==> src/rtl/bus_seg7_scanner.sv <==
// bus_seg7_scanner: bus-mapped, time-multiplexed multi-digit 7-segment
// display controller.
//
// The processor writes hex digits, a dot mask, a blank mask and a control
// byte over the shared 8-bit bus. The block scans NUM_DIGITS digits, one
// slot of SCAN_DIV clocks each. Digit data is copied into shadow registers
// once per scan frame, so a frame never shows a half-updated value.
//
// Register map (NB = NUM_DIGITS/2, offsets from BASE_ADDR, write-only):
//   k < NB : DATA_k  low nibble = digit 2k, high nibble = digit 2k+1
//   NB     : DOT     bit i lights the dp of digit i
//   NB+1   : BLANK   bit i forces digit i dark
//   NB+2   : CTRL    bit0 EN, bit1 LZS, bits7:4 BRIGHT, bits3:2 reserved
//
// Ports:
//   CLK           system clock
//   RESETN        asynchronous active-low reset
//   BUS_DATA      bus write data
//   BUS_ADDR      bus address
//   BUS_WE        bus write enable, one-cycle qualifier
//   DISP_SEL_OUT  digit select, active-low one-hot (bit i = digit i)
//   DISP_OUT      segments, active-low (bit0..6 = a..g, bit7 = dp)
//
// Optional feature macro: SEG7_PWM_EN
//   defined   : a free-running 4-bit counter dims lit digits; a lit digit
//               drives only while the counter <= BRIGHT.
//   undefined : BRIGHT is stored but has no effect.
module bus_seg7_scanner #(
  parameter logic [7:0]  BASE_ADDR  = 8'hD0,
  parameter int unsigned NUM_DIGITS = 4,
  parameter int unsigned SCAN_DIV   = 100000
) (
  input  logic                  CLK,
  input  logic                  RESETN,
  input  logic [7:0]            BUS_DATA,
  input  logic [7:0]            BUS_ADDR,
  input  logic                  BUS_WE,
  output logic [NUM_DIGITS-1:0] DISP_SEL_OUT,
  output logic [7:0]            DISP_OUT
);

  localparam int unsigned NB = NUM_DIGITS / 2;
  localparam int unsigned IW = (NUM_DIGITS > 1) ? $clog2(NUM_DIGITS) : 1;
  localparam int unsigned PW = $clog2(SCAN_DIV);

  localparam logic [IW-1:0] LAST_IDX   = IW'(NUM_DIGITS - 1);
  localparam logic [PW-1:0] LAST_PRE   = PW'(SCAN_DIV - 1);
  localparam logic [7:0]    ADDR_DOT   = BASE_ADDR + 8'(NB);
  localparam logic [7:0]    ADDR_BLANK = BASE_ADDR + 8'(NB + 1);
  localparam logic [7:0]    ADDR_CTRL  = BASE_ADDR + 8'(NB + 2);

  // Bus-visible registers
  logic [4*NUM_DIGITS-1:0] data_q;
  logic [NUM_DIGITS-1:0]   dot_q;
  logic [NUM_DIGITS-1:0]   blank_q;
  logic [7:0]              ctrl_q;

  // Per-frame shadows
  logic [4*NUM_DIGITS-1:0] data_sh_q;
  logic [NUM_DIGITS-1:0]   dot_sh_q;
  logic [NUM_DIGITS-1:0]   blank_sh_q;

  // Scan state
  logic [PW-1:0] pre_q;
  logic [IW-1:0] idx_q;
  logic          tick;

  // Registered outputs
  logic [NUM_DIGITS-1:0] sel_q, sel_d;
  logic [7:0]            seg_q, seg_d;

  // Reserved CTRL bits (and BRIGHT when dimming is not built) are stored only.
  logic ctrl_unused;
  assign ctrl_unused = ^ctrl_q[7:2];

  function automatic logic [6:0] hex7(input logic [3:0] n);
    logic [6:0] s;
    case (n)
      4'h0: s = 7'h40;  4'h1: s = 7'h79;  4'h2: s = 7'h24;  4'h3: s = 7'h30;
      4'h4: s = 7'h19;  4'h5: s = 7'h12;  4'h6: s = 7'h02;  4'h7: s = 7'h78;
      4'h8: s = 7'h00;  4'h9: s = 7'h10;  4'hA: s = 7'h08;  4'hB: s = 7'h03;
      4'hC: s = 7'h46;  4'hD: s = 7'h21;  4'hE: s = 7'h06;  default: s = 7'h0E;
    endcase
    return s;
  endfunction

  // Register writes
  always_ff @(posedge CLK or negedge RESETN) begin
    if (!RESETN) begin
      data_q  <= '0;
      dot_q   <= '0;
      blank_q <= '0;
      ctrl_q  <= 8'hF1;
    end else if (BUS_WE) begin
      for (int unsigned k = 0; k < NB; k++) begin
        if (BUS_ADDR == BASE_ADDR + 8'(k)) data_q[8*k +: 8] <= BUS_DATA;
      end
      if (BUS_ADDR == ADDR_DOT)   dot_q   <= BUS_DATA[NUM_DIGITS-1:0];
      if (BUS_ADDR == ADDR_BLANK) blank_q <= BUS_DATA[NUM_DIGITS-1:0];
      if (BUS_ADDR == ADDR_CTRL)  ctrl_q  <= BUS_DATA;
    end
  end

  assign tick = (pre_q == LAST_PRE);

  // Prescaler, digit index and frame-boundary shadow capture. The shadow
  // copy samples the pre-edge register values, so a write landing on the
  // boundary edge only shows up in the following frame.
  always_ff @(posedge CLK or negedge RESETN) begin
    if (!RESETN) begin
      pre_q      <= '0;
      idx_q      <= '0;
      data_sh_q  <= '0;
      dot_sh_q   <= '0;
      blank_sh_q <= '0;
    end else begin
      pre_q <= tick ? '0 : pre_q + PW'(1);
      if (tick) begin
        if (idx_q == LAST_IDX) begin
          idx_q      <= '0;
          data_sh_q  <= data_q;
          dot_sh_q   <= dot_q;
          blank_sh_q <= blank_q;
        end else begin
          idx_q <= idx_q + IW'(1);
        end
      end
    end
  end

`ifdef SEG7_PWM_EN
  logic [3:0] pwm_q;

  always_ff @(posedge CLK or negedge RESETN) begin
    if (!RESETN) pwm_q <= '0;
    else         pwm_q <= pwm_q + 4'd1;
  end
`endif

  // Output decode for the current digit
  logic [3:0] nibble;
  logic       dot_bit;
  logic       blank_bit;
  logic       nonzero_up;  // some shadow nibble at or above idx_q is nonzero
  logic       suppress;
  logic       lit;

  always_comb begin
    nibble     = '0;
    dot_bit    = 1'b0;
    blank_bit  = 1'b0;
    nonzero_up = 1'b0;
    sel_d      = '1;
    seg_d      = 8'hFF;
    for (int unsigned j = 0; j < NUM_DIGITS; j++) begin
      if (IW'(j) == idx_q) begin
        nibble    = data_sh_q[4*j +: 4];
        dot_bit   = dot_sh_q[j];
        blank_bit = blank_sh_q[j];
      end
      if ((IW'(j) >= idx_q) && (data_sh_q[4*j +: 4] != 4'h0)) nonzero_up = 1'b1;
    end
    suppress = ctrl_q[1] && (idx_q != '0) && !nonzero_up;
    lit      = ctrl_q[0] && !blank_bit && !suppress;
`ifdef SEG7_PWM_EN
    lit      = lit && (pwm_q <= ctrl_q[7:4]);
`endif
    if (lit) begin
      for (int unsigned j = 0; j < NUM_DIGITS; j++) begin
        if (IW'(j) == idx_q) sel_d[j] = 1'b0;
      end
      seg_d = {~dot_bit, hex7(nibble)};
    end
  end

  always_ff @(posedge CLK or negedge RESETN) begin
    if (!RESETN) begin
      sel_q <= '1;
      seg_q <= 8'hFF;
    end else begin
      sel_q <= sel_d;
      seg_q <= seg_d;
    end
  end

  assign DISP_SEL_OUT = sel_q;
  assign DISP_OUT     = seg_q;

endmodule

==> config.mk <==
export PLATFORM = sky130hd
export DESIGN_NAME = bus_seg7_scanner
export DESIGN_NICKNAME = d
export VERILOG_FILES = /design/src/rtl/bus_seg7_scanner.sv
export SDC_FILE = /design/constraint.sdc
export NUM_CORES = 1
export LEC_CHECK = 0
export ABC_AREA = 1
export CAP_MARGIN = 5
export CORE_ASPECT_RATIO = 0.6
export CORE_UTILIZATION = 52
export DETAILED_ROUTE_END_ITERATION = 12
export PLACE_DENSITY = 0.76
export SYNTH_ARGS = -nofsm -noshare
export SYNTH_HDL_FRONTEND = slang
export SYNTH_SLANG_ARGS = --single-unit
==> constraint.sdc <==
create_clock -name CLK -period 1.89 [get_ports CLK]
set_clock_uncertainty 0.1 [all_clocks]
set_input_delay 0.189 -clock CLK [delete_from_list [all_inputs] [get_ports CLK]]
set_output_delay 0.189 -clock CLK [all_outputs]
set_load 0.02 [all_outputs]
==> results.yml <==
synth:
  synthTopCellsByArea: "dfrtp_1 (43%), nand2_1 (15%), dfstp_2 (8.6%)"
  synth_cells: 476
  synth.distinct_cells: 32
  ys_ff_latch: 81
  netlist.area_leader.share_pct: 42.9
  syn_nets: 505
  yosysWarnings: 0
  synth_largest_area_cell: "dfrtp_1"
  syn_area_mm2: 0.00396
  synth-seq-area-share_pct: 51.5
  avgSynthCellArea_um2: 8.33
floorplan:
  ios: 31
  start_util_pct: 54.1
  die_y_um: 69.6
  die_x_um: 115
  coreArea_mm2: 0.00733
  die_area_mm2: 0.00799
  rows: 24
sta:
  relSlewSlack_pct: 67.8
  maxSlewViolCount: 0
  fmax_ghz: 0.535
  hold_viol: 0
  fin_setup_tns_ns: 0
  finalSetupViolCount: 0
  worst_pin_slew_ns: 0.483
  fin_crit_ns: 1.87
  period_share_pct: 98.9
  rsz0062_at_grt: "yes"
clocking:
  cts_tree: "yes"
  clk_pin_slew_ns: 0.06
  root_buffer: "clkbuf_16"
  insertion_delay_ns: 0.34
  cts_buffers: 9
  cts.sinks: 81
  cts_max_level: 3
  cts_max_path_buffers: 2
worst_setup_path:
  path_max_fanout: 6
  rrSetupSlack_ns: 0.02
  arrival_ns: 2.03
  critPathLaunchType: "flop"
  regToRegEndpoint: "DISP_OUT[6]"
  crit_type: "reg2reg"
  worstSetupStartpoint: "idx_q[0]"
  ff2ff_path_depth: 11
  endpoint_kind: "flop"
  cp.required_ns: 2.05
  timing.rr.start: "idx_q[0]"
detailed_routing:
  vias: 3456
  firstDrtPassIters: 4
  wire_per_inst_um: 14.6
  antenna_left: 0
  viasPerCell: 5.34
  drt_iter0_drc: 321
  drt-total-wl_um: 9480
  drc_errors: 0
layout:
  n_fill_cell: 588
  fin_cells: 647
  layout-drive-gt1-share_pct: 22.3
  num_antenna_cells: 0
  nets: 567
  synthToLayoutAreaGrowth_pct: 28.9
grt:
  grt_usage_pct: 25.3
  grt_pass1_vias: 3212
  overflow: 0
  grt_max_degree: 38
  grt_pass1_wl_um: 15300
  antenna_found_initial: 0
placed_design:
  dp.cells: 621
  io_buffers: 30
  place.gp.congestion: 0.910
  dp_hpwl_um: 6340
power:
  p_leak_nw: 2.47
  powerDensity_mw_per_mm2: 708
  total_power_mw: 3.62
  max-vdd-ir-drop_mv: 0.467
flow_run:
  drv_cap: 0
status:
  status: "finished clean"
worst_hold_path:
  hp-class: "in2async"
[final cells by class]
type | instances | area [µm²] | share of cell area [%]
multi-input combinational | 332 | 1830 | 35.8
timing repair buffer | 64 | 614 | 12.0
clock buffer | 11 | 253 | 4.95
clock inverter | 5 | 37.5 | 0.735
sequential | 81 | 2050 | 40.0
inverter | 50 | 200 | 3.92
tap | 104 | 130 | 2.55
[per-layer routing]
layer	track usage, %	share of wire (%)	wire [µm]
met1	36.8	46	4400
met2	35.4	44	4150
met3	8.04	7.8	743
met4	8.66	2.0	186
met5	0	0	0
[flip-flops by register name (all words and copies together), names as in the netlist]
name,cells
DISP_OUT,8
DISP_SEL_OUT,4
blank_q,4
blank_sh_q,4
ctrl_q,2
data_q,16
data_sh_q,16
dot_q,4
dot_sh_q,4
idx_q,2
pre_q,17
[per-stage QoR]
stage               area (µm²)  hold WS [ns]  utilization [%]  setup WS [ns]
finish                    5110         0.251             69.7         0.0201
global route              5110         0.305             69.7        -0.0829
CTS                       4860         0.272             66.4       -0.00610
detailed placement        4510        0.0883             61.5        -0.0840
global placement          4510        0.0869             61.5       -0.00361
floorplan                 3970        -0.207                -        0.00249
[critical path, stage by stage, from the launching register on]
cell	delay (ns)
dfrtp_2	0.47
inv_4	0.07
ha_4	0.19
a21oi_1	0.19
nand2_2	0.08
nand2_2	0.10
inv_4	0.06
buf_4	0.13
buf_4	0.13
nand2_1	0.06
nand3_1	0.09
o211ai_1	0.10
[worst max-delay path by stage]
stage,to,slack [ns],cells after the start
after floorplan,DISP_OUT[1],0.002,12
after global placement,DISP_OUT[0],-0.004,14
after detailed placement,DISP_OUT[6],-0.08,13
after CTS,DISP_OUT[6],-0.006,13
after global routing,DISP_OUT[3],-0.08,10
final,DISP_OUT[6],0.02,11
[timing repair]
item	in CTS	in global routing
pin swaps	1	7
hold endpoints to repair	23	0
setup buffers	1	6
endpoints found under the setup margin	8	40
gates resized for setup	10	48
hold buffers	1	0
gates cloned	1	1
[cell usage in the layout (no fill, tap or decap), types with 2 or more instances in the layout]
cell	instances
inv_1	38
xor2_1	5
clkbuf_16	9
inv_4	5
nand3_1	52
buf_12	4
nand3_2	4
nor4_4	2
ha_1	2
clkinvlp_4	2
ha_4	7
inv_2	7
dfrtp_1	66
nor2_1	29
clkdlybuf4s50_1	29
nor2_4	4
a21oi_2	3
a21boi_4	2
dfstp_2	13
nand2_1	141
a21oi_1	6
nand4_2	2
o21ai_1	6
o21ai_0	26
nand2_2	13
clkbuf_8	2
dfrtp_2	2
buf_6	3
nor3_1	7
inv_6	2
or2_2	2
nor2_2	3
buf_4	26
nand4_1	5
[cells by family (layout without fill, tap and decap cells)]
family / after synthesis / after routing / share of synthesized area [%]
AND/OR/NAND/NOR: 269 / 269 / 30.0
AO/OA/AOI/OAI: 46 / 47 / 6.41
adder cells (fa/ha/maj): 10 / 10 / 3.16
buffers and inverters: 64 / 130 / 7.58
flip-flops: 81 / 81 / 51.5
XOR/XNOR: 6 / 6 / 1.33
[power by group]
part / internal [mW] / total, mW / switching (mW)
Clock: 0.967 / 1.66 / 0.697
Combinational: 0.0757 / 0.161 / 0.0858
Sequential: 1.77 / 1.79 / 0.0191
Total: 2.82 / 3.62 / 0.802
[synth_stat cells]
| library cell | n |
|---|---|
| o21ai_1 | 6 |
| o21a_1 | 1 |
| nand3b_1 | 1 |
| nand3_2 | 1 |
| o211ai_1 | 1 |
| a21boi_4 | 1 |
| ha_1 | 10 |
| nor4_1 | 1 |
| nor2_2 | 4 |
| nor2_1 | 32 |
| nand2_1 | 154 |
| xor2_1 | 5 |
| nand3_1 | 56 |
| buf_4 | 2 |
| or2_1 | 1 |
| a31oi_1 | 1 |
| xnor2_1 | 1 |
| nand4_2 | 2 |
| nor4_4 | 2 |
| a21oi_1 | 9 |
| or2_2 | 2 |
| o21ai_0 | 26 |
| dfstp_2 | 13 |
| inv_2 | 3 |
| nor3_1 | 7 |
| o221ai_1 | 1 |
| nand4_1 | 5 |
| dfrtp_1 | 68 |
| inv_1 | 47 |
| buf_2 | 6 |
| buf_6 | 6 |
| nor4b_1 | 1 |
Note: power is estimated with default switching activity, not from simulation.
==> RTL change 1 (same flow settings) <==
Put one more register stage on the output `DISP_SEL_OUT`, cleared by the reset. The value now appears one clock later. The other outputs are not delayed to match.
--- a/src/rtl/bus_seg7_scanner.sv
+++ b/src/rtl/bus_seg7_scanner.sv
@@ -184,5 +184,11 @@
   end
 
-  assign DISP_SEL_OUT = sel_q;
+  always_ff @(posedge CLK or negedge RESETN) begin
+    if (!RESETN) begin
+      DISP_SEL_OUT <= '0;
+    end else begin
+      DISP_SEL_OUT <= sel_q;
+    end
+  end
   assign DISP_OUT     = seg_q;
 
Check against the original RTL: not equivalent (a bounded check fails within 4 cycles, from zero or initial values and one cycle with RESETN low).
==> RTL change 1 against the unedited design <==
  * The flow now finishes with violations (setup timing)
  * Sequential cell count increased by 4
  * Routed wire length increased by 6.6%
  * Largest cell class unchanged
  * Highest routed layer unchanged
  * Non-clock buffer count increased by 5
  * First-iteration DRC count decreased by 9.3%
  * Worst setup slack got worse by 61 ps
  * Synthesized area increased by 3.0%
  * Total power increased by 7.2%
  * Critical endpoint is now DISP_OUT[3]$_DFF_PN1_
  * Cell area increased by 4.9%
==> RTL change 1: results (changes against the unedited design) <==
[power_and_ir_drop]
leakage_nw = 2.54  ; +2.8%
cell_internal_pwr_mw = 3.04  ; +8.1%
switchingPower_mw = 0.835  ; +4.1%
p_seq_mw = 1.88  ; +5%

[placed_design]
place_inst = 638  ; +2.7%
pre_cts_slack_ps = -193  ; -109 ps
hpwlAfterDp_um = 6720  ; +6.0%
place_congestion = 0.956  ; +5.0%
placed_area_um2 = 4700  ; +4.1%

[setup_path]
rr_worst_depth = 13  ; +2
ff2ff_setup_slack_ps = -40  ; -60 ps
r2r-end = DISP_OUT[3]$_DFF_PN1_
critPathMaxStageDelay_ps = 450  ; -20 ps
crit_arrival_ps = 2100  ; +70 ps
r2r_start = idx_q[1]$_DFFE_PN0N_

[synthesis]
synth-adder-area-share = 0.0368  ; +0.00521
synth_top_cells_by_count = 150 x nand2_1, 72 x dfrtp_1, 53 x inv_1
synth-xor-area-share = 0.0150  ; +0.00176
synth_cell_types = 27  ; -16%
ys_seq_area_frac = 0.525  ; +0.00951
synth_compound_area_frac = 0.0659  ; +0.00181
syn_nets = 521  ; +3.2%
syn_area_per_cell_um2 = 8.33  ; about the same
synth_area_leaders = dfrtp_1 44%, nand2_1 14%, dfstp_2 8.4%

[layout]
n_fill_cell = 524  ; -11%
drive_above_1_share = 0.225  ; +0.00216
finalNetCount = 586  ; +3.4%

[clocking]
ctsResizeCount = 36  ; +26
cts_buffer_depth = 2  ; unchanged
cts_setup_buffers = 5  ; +4

[drt]
drt-met1-wl_um = 4740  ; +7.8%
firstDrtPassIters = 5  ; +1
wl_met2_um = 4400  ; +6.1%
detail_route.wl_per_cell_um = 15.2  ; +3.8%
drt_iter0_markers = 291  ; -9.3%
drt_wl_total_um = 10100  ; +6.6%

[global_routing]
grt_usage = 0.264  ; +0.0110
grt_pass1_vias = 3349  ; +4.3%
grt_max_degree = 40  ; +5.3%
grt_pass1_wl_um = 16300  ; +6.5%

[status]
status = finished with violations
violations = setup timing

[timing]
setup_viol = 3  ; +3
hold_slack_ps = 269  ; +18.0 ps
setup_tns_ps = -102  ; -102 ps
setup_slack_ps = -41.0  ; -61.1 ps

-- RTL change 1: changes by cell type in the layout (fill, tap and decap cells not counted), moves of 3 or more --
cell / change
nor2_1: +4
o21ai_0: +7
inv_1: +7
nand3_1: -31
dfrtp_1: +4
nand4_1: +28
o21ai_1: -5
nand2_2: -4
or2_2: +4
buf_6: +4
buf_4: +3
-- RTL change 1: area by class of cell --
type	instances	area, um^2	area share
clock buffers	11	253	0.0471
clock inverters	5	65.1	0.0121
inverters	54	213	0.0397
multi-input cells	336	1900	0.355
flip-flops and latches	85	2150	0.400
well taps	104	130	0.0243
repair buffers	69	652	0.122
-- RTL change 1: how the worst max path moves through the flow --
| stage | startpoint | to | slack [ps] | depth (start not counted) |
|---|---|---|---|---|
| 2_1_floorplan | idx_q[1]$_DFFE_PN0N_ | DISP_OUT[3]$_DFF_PN1_ | -80 | 13 |
| 3_3_place_gp | idx_q[0]$_DFFE_PN0N_ | DISP_OUT[0]$_DFF_PN1_ | 10 | 10 |
| 3_5_place_dp | idx_q[1]$_DFFE_PN0N_ | DISP_OUT[0]$_DFF_PN1_ | -190 | 12 |
| 4_1_cts | idx_q[0]$_DFFE_PN0N_ | DISP_OUT[5]$_DFF_PN1_ | -20 | 12 |
| 5_1_grt | idx_q[0]$_DFFE_PN0N_ | DISP_OUT[3]$_DFF_PN1_ | -140 | 13 |
| 6_report | idx_q[1]$_DFFE_PN0N_ | DISP_OUT[3]$_DFF_PN1_ | -40 | 13 |
-- RTL change 1: routing by layer --
metal | up-vias | track usage
met3 | 17 | 0.0651
met2 | 165 | 0.376
li1 | 1723 | -
met5 | - | 0
met1 | 1697 | 0.390
met4 | 0 | 0.0926
==> RTL change 2 (config.mk and constraints unchanged) <==
Made on the original files. Set the parameter `NUM_DIGITS` to 2 (it was 4).
--- a/src/rtl/bus_seg7_scanner.sv
+++ b/src/rtl/bus_seg7_scanner.sv
@@ -28,5 +28,5 @@
 module bus_seg7_scanner #(
   parameter logic [7:0]  BASE_ADDR  = 8'hD0,
-  parameter int unsigned NUM_DIGITS = 4,
+  parameter int unsigned NUM_DIGITS = 2,
   parameter int unsigned SCAN_DIV   = 100000
 ) (
Interface: changed (resized DISP_SEL_OUT); port bits go from 31 to 29. The function was not compared with the original's and may differ.
==> RTL change 2 against the unedited design <==
  * The run now ends with DRC left
  * Global-route usage fell by 4.3 points
  * Routed wire length down 42%
  * Synthesized area down 27%
  * Sequential cell count fell by 27
  * Cell area shrank 35%
  * Total power is 41% lower
  * Worst setup slack better by 160 ps
  * Clock power decreased by 52%
  * Critical endpoint is now DISP_OUT[5]
  * Largest power group unchanged
==> RTL change 2: results (changes against the unedited design) <==
[global_routing]
grt_usage = 0.209  ; -0.0434
grt_pass1_vias = 1963  ; -39%
use_met3 = 0.0573  ; -0.0231
met2_usage = 0.281  ; -0.0735
grt_pass1_wl_um = 9470  ; -38%

[synthesis]
synth-xor-area-share = 0.0212  ; +0.00793
synthCells = 352  ; -26%
synth-adder-area-share = 0.0303  ; -0.00130
ys_seq_area_frac = 0.472  ; -0.0438
synth_compound_area_frac = 0.0610  ; -0.00312
synth_area_leaders = dfrtp_1 37%, nand2_1 13%, dfstp_2 10%
syn_nets = 378  ; -25%
synth_top_cells_by_count = 99 x nand2_1, 43 x dfrtp_1, 39 x inv_1

[placed_design]
placed_area_um2 = 3210  ; -29%
place_congestion = 0.899  ; -1.2%
pre_cts_slack_ps = 29.9  ; +114 ps
hpwlAfterDp_um = 4110  ; -35%
place_inst = 441  ; -29%
portBuffers = 28  ; -6.7%

[timing]
hold_slack_ps = 293  ; +41.5 ps
relSlewSlack = 0.743  ; +0.0653

[drt]
drt_wl_total_um = 5520  ; -42%
wl_met3_um = 401  ; -46%
drt_iter0_markers = 134  ; -58%
drt-met1-wl_um = 2900  ; -34%
viasPerCell = 5.11  ; -4.4%
drc = 1  ; +1

[setup_path]
rr_worst_depth = 8  ; -3
critPathMaxStageDelay_ps = 590  ; +120 ps
r2r-end = DISP_OUT[3]$_DFF_PN1_
cp_top_family = buffers and inverters
cpMaxStageDelayCell = clkdlybuf4s50_1
crit_arrival_ps = 1430  ; -600 ps
ff2ff_setup_slack_ps = 180  ; +160 ps

[layout]
clockBufferCount = 5  ; -6
n_fill_cell = 455  ; -23%
inverters = 46  ; -8.0%
multi_input_area_share = 0.380  ; +0.0220
seq_share = 0.408  ; +0.00787
fin_cells = 450  ; -30%
utilization = 0.642  ; -0.0549
clockNetworkAreaShare = 0.0348  ; -0.0220
finalNetCount = 409  ; -28%

[power_and_ir_drop]
finalPower_mw = 2.13  ; -41%
pg_clk_mw = 0.804  ; -52%
leakage_nw = 1.64  ; -34%

[clocking]
cts_setup_buffers = 0  ; -1
clock_sinks = 54  ; -33%
ctsRootBufferMaster = clkbuf_8
ctsResizeCount = 0  ; -10

[status]
violations = DRC
status = finished with violations

[RTL change 2: cell types whose count changed in the layout (fill, tap and decap cells not counted), sizes merged, moves of 5 or more]
cell	unedited run	this run
nand2	154	105
nand3	57	27
buf	34	6
dfrtp	68	43
nand4	7	21
o21ai	32	22
a21oi	9	2
inv	52	45
clkbuf	11	5
nor2	36	41
[RTL change 2: how the worst max path moves through the flow]
stage,startpoint,slack [ps],end,depth (start not counted)
floorplan,idx_q$_DFFE_PN0N_,250,DISP_OUT[3]$_DFF_PN1_,8
global placement,BUS_ADDR[6],100,data_q[5]$_DFFE_PN0P_,6
detailed placement,BUS_ADDR[7],30,data_q[4]$_DFFE_PN0P_,6
CTS,idx_q$_DFFE_PN0N_,90,DISP_OUT[4]$_DFF_PN1_,6
global route,idx_q$_DFFE_PN0N_,20,DISP_OUT[3]$_DFF_PN1_,9
finish,DISP_OUT[5]$_DFF_PN1_,180,DISP_OUT[5],1
